### src/rtl/sub16_serial.sv
// Bit-serial subtractor: DIFF = OP_A - OP_B - BWI, one bit per clock, LSB first.
// Ports: CLK, RST (async high), START/BWI/OP_A/OP_B in; BUSY, DONE, DIFF, BWO, OVF, N/Z/P out.
module sub16_serial #(
  parameter int WIDTH = 16
) (
  input  logic             CLK,
  input  logic             RST,
  input  logic             START,
  input  logic             BWI,
  input  logic [WIDTH-1:0] OP_A,
  input  logic [WIDTH-1:0] OP_B,
  output logic             BUSY,
  output logic             DONE,
  output logic [WIDTH-1:0] DIFF,
  output logic             BWO,
  output logic             OVF,
  output logic             N,
  output logic             Z,
  output logic             P
);

  localparam int CW = $clog2(WIDTH) + 1;
  localparam logic [CW-1:0] LAST = CW'(WIDTH - 1);

  typedef enum logic [1:0] {IDLE, RUN, FIN} state_t;

  state_t           state_q, state_d;
  logic [WIDTH-1:0] a_q, a_d, b_q, b_d;
  logic [WIDTH-1:0] res_q, res_d;
  logic [WIDTH-1:0] diff_q, diff_d;
  logic [CW-1:0]    cnt_q, cnt_d;
  logic             bw_q, bw_d;
  logic             amsb_q, amsb_d, bmsb_q, bmsb_d;
  logic             bwo_q, bwo_d, ovf_q, ovf_d;
  logic             n_q, n_d, z_q, z_d, p_q, p_d;

  logic             abit, bbit, dbit, bwn;
  logic [WIDTH-1:0] res_sh;

  always_comb begin
    abit   = a_q[0];
    bbit   = b_q[0];
    dbit   = abit ^ bbit ^ bw_q;
    bwn    = (~abit & bbit) | (~(abit ^ bbit) & bw_q);
    res_sh = {dbit, res_q[WIDTH-1:1]};

    state_d = state_q;
    a_d     = a_q;
    b_d     = b_q;
    res_d   = res_q;
    diff_d  = diff_q;
    cnt_d   = cnt_q;
    bw_d    = bw_q;
    amsb_d  = amsb_q;
    bmsb_d  = bmsb_q;
    bwo_d   = bwo_q;
    ovf_d   = ovf_q;
    n_d     = n_q;
    z_d     = z_q;
    p_d     = p_q;

    unique case (state_q)
      IDLE: begin
        if (START) begin
          state_d = RUN;
          a_d     = OP_A;
          b_d     = OP_B;
          bw_d    = BWI;
          // Operand signs kept aside: the shift registers lose them.
          amsb_d  = OP_A[WIDTH-1];
          bmsb_d  = OP_B[WIDTH-1];
          res_d   = '0;
          cnt_d   = '0;
        end
      end
      RUN: begin
        a_d   = a_q >> 1;
        b_d   = b_q >> 1;
        bw_d  = bwn;
        res_d = res_sh;
        if (cnt_q == LAST) begin
          state_d = FIN;
          cnt_d   = '0;
          // Last bit processed this edge is the result MSB.
          diff_d  = res_sh;
          bwo_d   = bwn;
          ovf_d   = (amsb_q != bmsb_q) && (dbit != amsb_q);
          n_d     = dbit;
          z_d     = (res_sh == '0);
          p_d     = ~dbit & (res_sh != '0);
        end else begin
          cnt_d = cnt_q + 1'b1;
        end
      end
      FIN:     state_d = IDLE;
      default: state_d = IDLE;
    endcase
  end

  always_ff @(posedge CLK or posedge RST) begin
    if (RST) begin
      state_q <= IDLE;
      a_q     <= '0;
      b_q     <= '0;
      res_q   <= '0;
      diff_q  <= '0;
      cnt_q   <= '0;
      bw_q    <= 1'b0;
      amsb_q  <= 1'b0;
      bmsb_q  <= 1'b0;
      bwo_q   <= 1'b0;
      ovf_q   <= 1'b0;
      n_q     <= 1'b0;
      z_q     <= 1'b0;
      p_q     <= 1'b0;
    end else begin
      state_q <= state_d;
      a_q     <= a_d;
      b_q     <= b_d;
      res_q   <= res_d;
      diff_q  <= diff_d;
      cnt_q   <= cnt_d;
      bw_q    <= bw_d;
      amsb_q  <= amsb_d;
      bmsb_q  <= bmsb_d;
      bwo_q   <= bwo_d;
      ovf_q   <= ovf_d;
      n_q     <= n_d;
      z_q     <= z_d;
      p_q     <= p_d;
    end
  end

  assign BUSY = (state_q == RUN);
  assign DONE = (state_q == FIN);
  assign DIFF = diff_q;
  assign BWO  = bwo_q;
  assign OVF  = ovf_q;
  assign N    = n_q;
  assign Z    = z_q;
  assign P    = p_q;

endmodule

### config.mk
export PLATFORM = sky130hd
export DESIGN_NAME = sub16_serial
export DESIGN_NICKNAME = d
export VERILOG_FILES = /design/src/rtl/sub16_serial.sv
export SDC_FILE = /design/constraint.sdc
export NUM_CORES = 1
export LEC_CHECK = 0
export ABC_AREA = 1
export BUFFER_PORTS_ARGS = -buffer_cell sky130_fd_sc_hd__clkbuf_2
export CAP_MARGIN = 40
export CORE_ASPECT_RATIO = 1.75
export CORE_MARGIN = 1
export CORE_UTILIZATION = 30
export DETAILED_ROUTE_END_ITERATION = 8
export GPL_TIMING_DRIVEN = 0
export HOLD_SLACK_MARGIN = 0.03
export PLACE_DENSITY = 0.54
export SYNTH_ARGS = -nofsm -noshare
export SYNTH_HDL_FRONTEND = slang
export SYNTH_SLANG_ARGS = --single-unit
export TNS_END_PERCENT = 5
### constraint.sdc
create_clock -name CLK -period 2.55 [get_ports CLK]
set_clock_uncertainty 0.05 [all_clocks]
set_input_delay 0.3825 -clock CLK [delete_from_list [all_inputs] [get_ports CLK]]
set_output_delay 0.3825 -clock CLK [all_outputs]
set_load 0.01 [all_outputs]
==> results of run 1 <==
power by group through the flow:
stage / Clock, mW / Combinational, mW / Sequential, mW
2_1_floorplan: 0 / 1.34 / 2.14
3_3_place_gp: 0 / 1.93 / 2.11
3_5_place_dp: 0 / 1.97 / 2.13
4_1_cts: 1.42 / 1.98 / 2.11
5_1_grt: 1.47 / 2.21 / 2.17
6_report: 1.38 / 1.93 / 2.11
flip-flops by register name (all words and copies together), names as in the netlist:
name / flops
BWO: 1
DIFF: 16
OVF: 1
P: 1
Z: 1
a_q: 16
amsb_q: 1
b_q: 16
bmsb_q: 1
bw_q: 1
cnt_q: 5
res_q: 15
state_q: 2
cell usage after synthesis:
library cell / n / area, µm²
nand2_1: 80 / 300.3
dfrtp_1: 77 / 1927
nor2_1: 47 / 176.4
o21ai_1: 47 / 235.2
o21ai_0: 35 / 175.2
inv_1: 25 / 93.84
o22ai_1: 18 / 112.6
buf_4: 9 / 67.56
buf_6: 7 / 78.83
buf_2: 5 / 25.02
a21oi_1: 2 / 10.01
inv_2: 2 / 7.510
nand2_2: 2 / 12.51
nand3_1: 2 / 10.01
nor2_4: 2 / 22.52
fa_1: 1 / 20.02
ha_1: 1 / 12.51
nand3_4: 1 / 17.52
nand4_1: 1 / 6.260
nor2_2: 1 / 6.260
final cells by class:
type,count,area [µm²]
Tap cell,130,162.7
Buffer,21,171.4
Inverter,27,103.9
Clock buffer,12,256.5
Multi-Input combinational cell,240,1117
Sequential cell,77,1927
Clock inverter,4,70.07
Fill cell,1119,6561
Timing Repair Buffer,60,327.8
how the worst min path moves through the flow:
stage / from / end / slack, ps / cells past startpoint
4_1_cts: OP_B[15] / bmsb_q / 250 / 3
6_report: OP_B[15] / bmsb_q / 260 / 3
3_5_place_dp: RST / DIFF[13] / 350 / 2
3_3_place_gp: P / P / 410 / 2
5_1_grt: OP_B[15] / bmsb_q / 290 / 3
2_1_floorplan: a_q[15] / a_q[15] / 400 / 2
kinds of logic (layout without fill, tap and decap cells):
logic type | after synthesis | count (layout) | share of synthesized area
flip-flops | 77 | 77 | 0.5809
adder cells (fa/ha/maj) | 2 | 2 | 0.009807
buffers and inverters | 48 | 124 | 0.08223
AO/OA/AOI/OAI | 102 | 102 | 0.1607
AND/OR/NAND/NOR | 136 | 136 | 0.1664
what timing repair did:
action,4_1_cts,5_1_grt
hold buffers,1,0
resized for setup,0,0
hold endpoints to repair,29,0
stage by stage:
| step | hold WS (ps) | instances | cell area (µm²) | util | TNS (ps) |
|---|---|---|---|---|---|
| floorplan | 403.7 | 365 | 3317 | - | 0 |
| global placement | 414.9 | 553 | 3770 | 0.3524 | -61920 |
| detailed placement | 349.0 | 554 | 3800 | 0.3552 | 0 |
| CTS | 254.7 | 571 | 4136 | 0.3867 | 0 |
| global route | 293.1 | 571 | 4136 | 0.3867 | 0 |
| finish | 265.0 | 571 | 4136 | 0.3867 | 0 |
metal layers:
metal | vias up | part of all wire | wire, µm | GRT usage
met5 | - | 0 | 0 | 0
met4 | 0 | 0.020 | 144 | 0.06203
met3 | 11 | 0.037 | 271 | 0.03301
met2 | 57 | 0.54 | 3952 | 0.2439
met1 | 1227 | 0.41 | 2982 | 0.1481
li1 | 1334 | - | - | -
cells in the final DEF, fill, tap and decap left out, drive strengths merged:
master | netlist | final
dlygate4sd3 | 0 | 1
nand2 | 82 | 82
bufinv | 0 | 2
nor2 | 50 | 50
ha | 1 | 1
nand4 | 1 | 1
buf | 21 | 22
clkinv | 0 | 2
nand3 | 3 | 3
dfrtp | 77 | 77
a21oi | 2 | 2
clkbuf | 0 | 70
fa | 1 | 1
o21ai | 82 | 82
o22ai | 18 | 18
inv | 27 | 27
critical path: stages (launching register included):
cell      delay (ps)
dfrtp_1          420
nor2_4           160
buf_6            160
buf_6            150
clkbuf_2         140
==> out/qor.csv, run 1 <==
metric,value,unit
DR pass1 iterations,4,
placed wire-length estimate,5517,µm
sequential share of the synthesized area,0.5809,
Worst EP arrival,1360,ps
Hold/Removal Path Class,in2reg,
GRT Total Usage,0.1372,
number of global-route vias before repair,2477,
remaining antenna violation count,0,
Unique masters post-synth,20,
I/O pin count,59,
Pins Over Slew Limit,0,
Synth Instances,365,
MaxCap Viol Count,0,
clock buffer count from CTS,9,
PnR worst setup slack,754.7,ps
Avg WL per Cell,12.87,µm
GP Congestion,0.7070,
GRT Residual Overflow,0,
area of the mapped netlist,0.003317,mm²
P_leak,1.989,nW
sw power,1.914,mW
DRC viols,0,
R2R depth,7,
fmax,557.0,MHz
first-pass GRT wire length,11700,µm
clock sink count,77,
Tcrit/Tclk final,0.7040,
Die X,81.49,µm
Via Count,2629,
port bufs,58,
Total Power,5.420,mW
peak fanout along the critical path,10,
core area,0.01070,mm²
"Avg Cell Area, Syn",9.087,µm²
root buffer cell,clkbuf_16,
clock slew seen by the registers of the worst setup and hold paths,60,ps
worst skew pair latency,330,ps
Setup Buffers After CTS,0,
Longest Clk Path Bufs,2,
clock share of power,0.255,
Initial Util,0.3101,
ANT cells,0,
slew at the pin closest to its max-slew limit,398.9,ps
RR Startpoint,a_q[0],
Synth Register Bits,77,
Worst Setup End Kind,output port,
crit path time final,1795,ps
register share of total power,0.389,
switch share,0.3532,
pin count of the biggest net entering global routing,49,
status,"finished, final reports clean",
H-tree depth,3,
vias per cell,4.604,
Power Density,1310,mW/mm²
CTS tree,built,
initial antenna violation count,0,
Layout area overhead,24.71,%
worst reg-to-reg setup slack,820,ps
# setup viols final,0,
Routed WL,7349,µm
die area,0.01150,mm²
"Req. time, crit path",2120,ps
Max VDD drop,0.5665,mV
synth warn,0,
# nets final,474,
WS Path Type,reg2out,
worst setup path start,state_q[1],
internal power,3.506,mW
RSZ-0062 raised after global routing,no,
Setup crit end,BUSY,
slew margin rel.,0.7341,
"Hold Violations, Final",0,
CP Launch Type,register,
layout cells sized above 1,0.2358,
DIE HEIGHT,141.1,µm
Row Count,50,
setup slack at placement,811.8,ps
Comb pwr share,0.356,
Syn Nets,403,
DR iter-0 viols,107,
reg2reg end,P,
(Power assumes the default switching activity.)
==> inputs of run 2 (changes only) <==
==> constraint.sdc (replaced) <==
create_clock -name CLK -period 1.7 [get_ports CLK]
set_clock_uncertainty 0.05 [all_clocks]
set_input_delay 0.255 -clock CLK [delete_from_list [all_inputs] [get_ports CLK]]
set_output_delay 0.255 -clock CLK [all_outputs]
set_load 0.01 [all_outputs]
==> run 2 against run 1 <==
  * Sequential power increased by 50%
  * Critical path depth grew 1
  * Routed wire length grew 0.80%
  * Highest routed layer unchanged
  * Via count rose by 1.7%
  * Clock-buffer cell count down 3
  * Largest cell class unchanged
  * Power increased by 48%
  * Core utilization about the same
  * Die area stayed put
  * Hold slack worse by 120 ps
  * Worst setup slack got worse by 690 ps
  * Critical path type unchanged
  * Combinational power is 56% higher
  * First-iteration DRC count decreased by 21%
==> out/qor.csv, run 2 (synthesized netlist as in run 1, its figures left out) <==
metric,value,unit
status,"finished, final reports clean",
CTS tree,built,
MaxCap Viol Count,0,
Power Density,1938,mW/mm²
Avg WL per Cell,12.91,µm
setup slack at placement,-8.506,ps
Min Hold Slack,144.9,ps
pin count of the biggest net entering global routing,39,
Tcrit/Tclk final,0.9616,
RSZ-0062 raised after global routing,no,
"commonest non-fill, non-tap cell in the layout",nand2_1,
layout cells sized above 1,0.2500,
vias per cell,4.659,
DP Cell Count,555,
H-tree depth,3,
Worst EP arrival,1330,ps
peak fanout along the critical path,10,
DIE HEIGHT,141.1,µm
Worst Setup End Kind,output port,
remaining antenna violation count,0,
first-pass GRT wire length,12040,µm
slew margin rel.,0.7557,
# setup viols final,0,
WS Path Type,reg2out,
multi-input logic area,0.001122,mm²
GP Congestion,0.7467,
Max VDD drop,0.8596,mV
# fillers,1093,
slew at the pin closest to its max-slew limit,365.6,ps
Setup crit end,BUSY,
Via Count,2674,
"Req. time, crit path",1390,ps
worst setup path start,state_q[0],
clock sink count,77,
reg2reg end,OVF,
root buffer cell,clkbuf_16,
port bufs,58,
core area,0.01070,mm²
# nets final,477,
CP Launch Type,register,
placed wire-length estimate,5561,µm
Pins Over Slew Limit,0,
clock slew seen by the registers of the worst setup and hold paths,60,ps
Longest Clk Path Bufs,2,
Initial Util,0.3101,
PnR worst setup slack,65.32,ps
"non-filler cells, final",574,
Row Count,50,
"Hold Violations, Final",0,
Layout area overhead,24.78,%
crit path time final,1635,ps
DR iter-0 viols,85,
DRC viols,0,
fmax,611.7,MHz
"commonest cells after routing, fill and taps aside","80 x nand2_1, 77 x dfrtp_1, 58 x clkbuf_2, 47 x o21ai_1, 46 x nor2_1",
clock buffer count from CTS,9,
P_leak,1.982,nW
DR pass1 iterations,4,
worst skew pair latency,340,ps
RR Startpoint,a_q[0],
Hold/Removal Path Class,in2reg,
number of global-route vias before repair,2563,
ANT cells,0,
initial antenna violation count,0,
die area,0.01150,mm²
FF+latch area,0.001927,mm²
GRT Residual Overflow,0,
I/O pin count,59,
worst reg-to-reg setup slack,110,ps
Die X,81.49,µm
Routed WL,7408,µm
GRT Total Usage,0.1398,
R2R depth,6,
-- run 2: changes by cell type in the layout (fill, tap and decap cells not counted), moves of 2 or more --
cell / change
clkinvlp_4: +2
buf_12: +2
clkbuf_8: -2
buf_4: +2
clkinv_2: +2
-- run 2: repair_timing --
action                                  CTS  global route
endpoints found under the setup margin    1             3
pin swaps                                 0             3
resized for setup                         1             3
endpoints found under the hold margin    14             0
setup buffers                             0             2
hold buffers                              1             0
-- run 2: area by class of cell --
type,instances,area share
well taps,130,0.03930
flip-flops and latches,77,0.4655
multi-input cells,240,0.2712
repair buffers,63,0.08585
plain buffers,21,0.04232
clock inverters,7,0.01602
inverters,27,0.02539
clock buffers,9,0.05441
-- run 2: worst min path at each step --
stage              from       to  slack, ps  depth (start not counted)
6_report       OP_B[15]   bmsb_q        140                          3
5_1_grt        OP_A[15]   amsb_q        170                          3
4_1_cts        OP_B[15]   bmsb_q        140                          3
3_5_place_dp        RST      BWO        200                          2
3_3_place_gp          P        P        420                          2
2_1_floorplan  OP_A[15]  a_q[15]        360                          2
-- run 2: through the flow --
stage / utilization / TNS (ps) / power [mW] / instance area (µm²)
global route: 0.3869 / 0 / 8.696 / 4139
detailed placement: 0.3565 / -8.506 / 6.155 / 3814
CTS: 0.3849 / 0 / 8.060 / 4118
finish: 0.3869 / 0 / 8.022 / 4139
floorplan: - / 0 / 5.221 / 3321
global placement: 0.3527 / -2544 / 6.074 / 3774
-- run 2: worst max-delay path: stages (launching register included) --
cell and delay, ps:
dfrtp_1 350, inv_1 70, nor2_4 140, buf_6 160, buf_8 140, clkbuf_2 130
-- run 2: power breakdown --
group | switching [mW] | internal, mW | total [mW] | leakage [nW]
clock | 0.726 | 1.13 | 1.85 | 0.145
combinational | 1.73 | 1.28 | 3.01 | 0.893
sequential | 0.467 | 2.69 | 3.16 | 0.944
-- run 2: layer usage --
metal  GRT usage  up-vias  wire length [µm]
li1            -     1341                 -
met1      0.1590     1255              3057
met2      0.2294       57              3765
met3     0.02977       21               260
met4     0.09117        0               325
met5           0        -                 0
==> inputs of run 3 (changes only) <==
--- a/config.mk
+++ b/config.mk
@@ -5,7 +5,6 @@
 export SDC_FILE = /design/constraint.sdc
 export NUM_CORES = 1
 export LEC_CHECK = 0
-export ABC_AREA = 1
 export BUFFER_PORTS_ARGS = -buffer_cell sky130_fd_sc_hd__clkbuf_2
 export CAP_MARGIN = 40
 export CORE_ASPECT_RATIO = 1.75
==> run 3 against run 2 <==
  * The flow now finishes with violations (negative setup slack)
  * Clock-buffer cell count up 3
  * Global-route usage rose by 0.11 points
  * Critical path depth fell by 1
  * Core utilization grew 0.49 points
  * Worst setup slack worse by 79 ps
  * Routed wire length decreased by 1.9%
  * Final cell count down 15%
  * Synthesized area fell by 0.79%
  * Critical endpoint is now OVF
  * Highest routed layer unchanged
==> out/qor.csv, run 3 <==
metric,value,unit
Syn Nets,315,
synth cell count leaders,"77 x dfrtp_1, 38 x o21ai_0, 36 x nand2_1, 30 x mux2i_1, 18 x mux2_2",
CP Launch Type,register,
DR pass1 iterations,4,
"Top FF cell, synth",dfrtp_1,
initial antenna violation count,0,
RSZ-0062 raised after global routing,yes,
H-tree depth,3,
remaining antenna violation count,0,
# setup viols final,1,
Worst EP arrival,1870,ps
core area,0.01070,mm²
die area,0.01141,mm²
Hold/Removal Path Class,in2reg,
Via Count,2311,
"Slowest-stage cell, CP",fa_2,
Worst Setup End Kind,register,
Post-synth EDFFs,0,
Unique masters post-synth,29,
port bufs,58,
ys async rst share,1.000,
sequential share of the synthesized area,0.5856,
WS Path Type,reg2reg,
"area leader, netlist",dfrtp_1,
number of global-route vias before repair,2390,
placed wire-length estimate,5327,µm
Die X,81.17,µm
slew at the pin closest to its max-slew limit,482.8,ps
Pins Over Slew Limit,0,
"Non-Filler Cell Area, Final",0.004192,mm²
clock sink count,77,
status,"complete, but fails checks",
DRC viols,0,
Routed WL,7270,µm
vias per cell,4.726,
"Req. time, crit path",1860,ps
synth warn,0,
Total Power,7.443,mW
failing checks,negative setup slack,
GRT Residual Overflow,0,
ANT cells,0,
Layout area overhead,27.38,%
Synth Register Bits,77,
DIE HEIGHT,140.6,µm
final core occ,0.3918,
first-pass GRT wire length,11850,µm
Max VDD drop,0.7644,mV
worst skew pair latency,330,ps
dpl cell area,0.003795,mm²
DR iter-0 viols,60,
Longest Clk Path Bufs,2,
# nets final,392,
I/O pin count,59,
Fin Setup TNS,-13.65,ps
Min Hold Slack,129.9,ps
slew margin rel.,0.6774,
GRT Total Usage,0.1409,
root buffer cell,clkbuf_16,
peak fanout along the critical path,4,
"commonest non-fill, non-tap cell in the layout",dfrtp_1,
"Hold Violations, Final",0,
PnR worst setup slack,-13.65,ps
clock slew seen by the registers of the worst setup and hold paths,60,ps
most numerous cell in the Yosys netlist,dfrtp_1,
Avg WL per Cell,14.87,µm
area of the mapped netlist,0.003291,mm²
crit path time final,1714,ps
Synth Instances,277,
clock buffer count from CTS,9,
pin count of the biggest net entering global routing,39,
P_leak,1.941,nW
CTS tree,built,
fmax,583.6,MHz
Initial Util,0.3076,
"commonest cells after routing, fill and taps aside","76 x dfrtp_1, 58 x clkbuf_2, 38 x o21ai_0, 36 x nand2_1, 30 x mux2i_1",
synth top area cells,"dfrtp_1 59%, mux2i_1 9.1%, mux2_2 6.2%",
"slowest stage delay, CP",640,ps
GP Congestion,0.7113,
area share of the largest cell type after synthesis,0.5856,
layout cells sized above 1,0.3343,
MaxCap Viol Count,0,
Power Density,1776,mW/mm²
Row Count,50,
Tcrit/Tclk final,1.008,
"Avg Cell Area, Syn",11.88,µm²
CP Cell Sequence,fa_2 -> buf_4 -> o22ai_1 -> mux2_1,
run 3: cell families (layout without fill, tap and decap cells):
group / count (synthesis) / in the layout / synth area share
flip-flops: 77 / 77 / 0.5856
XOR/XNOR: 1 / 1 / 0.002662
adder cells (fa/ha/maj): 2 / 2 / 0.009886
AO/OA/AOI/OAI: 64 / 64 / 0.1198
AND/OR/NAND/NOR: 58 / 58 / 0.08669
multiplexers: 49 / 49 / 0.1563
buffers and inverters: 26 / 108 / 0.03916
run 3: power breakdown:
| group | internal, mW | switching (mW) |
|---|---|---|
| clock | 1.17 | 0.704 |
| combinational | 1.20 | 1.21 |
| sequential | 2.61 | 0.547 |
| total | 4.98 | 2.46 |
run 3: worst paths after layout:
check | depth (start not counted) | slack [ps] | from | to
worst max-delay path | 4 | -10 | a_q[0] | OVF
worst min-delay path | 2 | 130 | OP_A[15] | amsb_q
worst max register to register | 4 | -10 | a_q[0] | OVF
worst min register to register | 2 | 430 | b_q[6] | b_q[6]
max in group asynchronous | 4 | 620 | RST | OVF
min in group asynchronous | 3 | 440 | RST | a_q[4]
run 3: repair_timing:
| action | in CTS | in global routing |
|---|---|---|
| hold endpoints to repair | 16 | 0 |
| resized for setup | 8 | 7 |
| hold buffers | 1 | 0 |
| endpoints found under the setup margin | 19 | 22 |
| buffers inserted | 3 | 2 |
| gates cloned | 0 | 0 |
| pin swaps | 1 | 4 |
run 3: per-layer routing:
metal	vias to the layer above	wire, µm	share of wire	track usage
li1	1133	-	-	-
met1	1124	2978	0.41	0.1600
met5	-	0	0	0
met2	45	3888	0.53	0.2428
met4	0	136	0.019	0.05545
met3	9	266	0.037	0.03909
run 3: final cells by class:
cell class                 count  area, µm²
multi-input combinational    174       1277
inverter                       7      30.03
timing repair buffer          66      385.4
fill                        1050       6506
tap                          130      162.7
clock buffer                  12      246.5
buffer                        19      113.9
clock inverter                 4      47.55
sequential                    77       1928
run 3: worst max-delay path: cells and delay by family, from the launching register on:
kind	cells	cell delay, ps
flops	1	400
compound gates	1	60
buf+inv	1	150
fa+ha+maj	1	640
mux	1	290
run 3: stage by stage:
| stage | instances | setup WS, ps |
|---|---|---|
| 2_1_floorplan | 277 | 140.8 |
| 3_3_place_gp | 465 | -139.5 |
| 3_5_place_dp | 467 | -125.0 |
| 4_1_cts | 487 | 4.256 |
| 5_1_grt | 489 | -72.96 |
| 6_report | 489 | -13.65 |
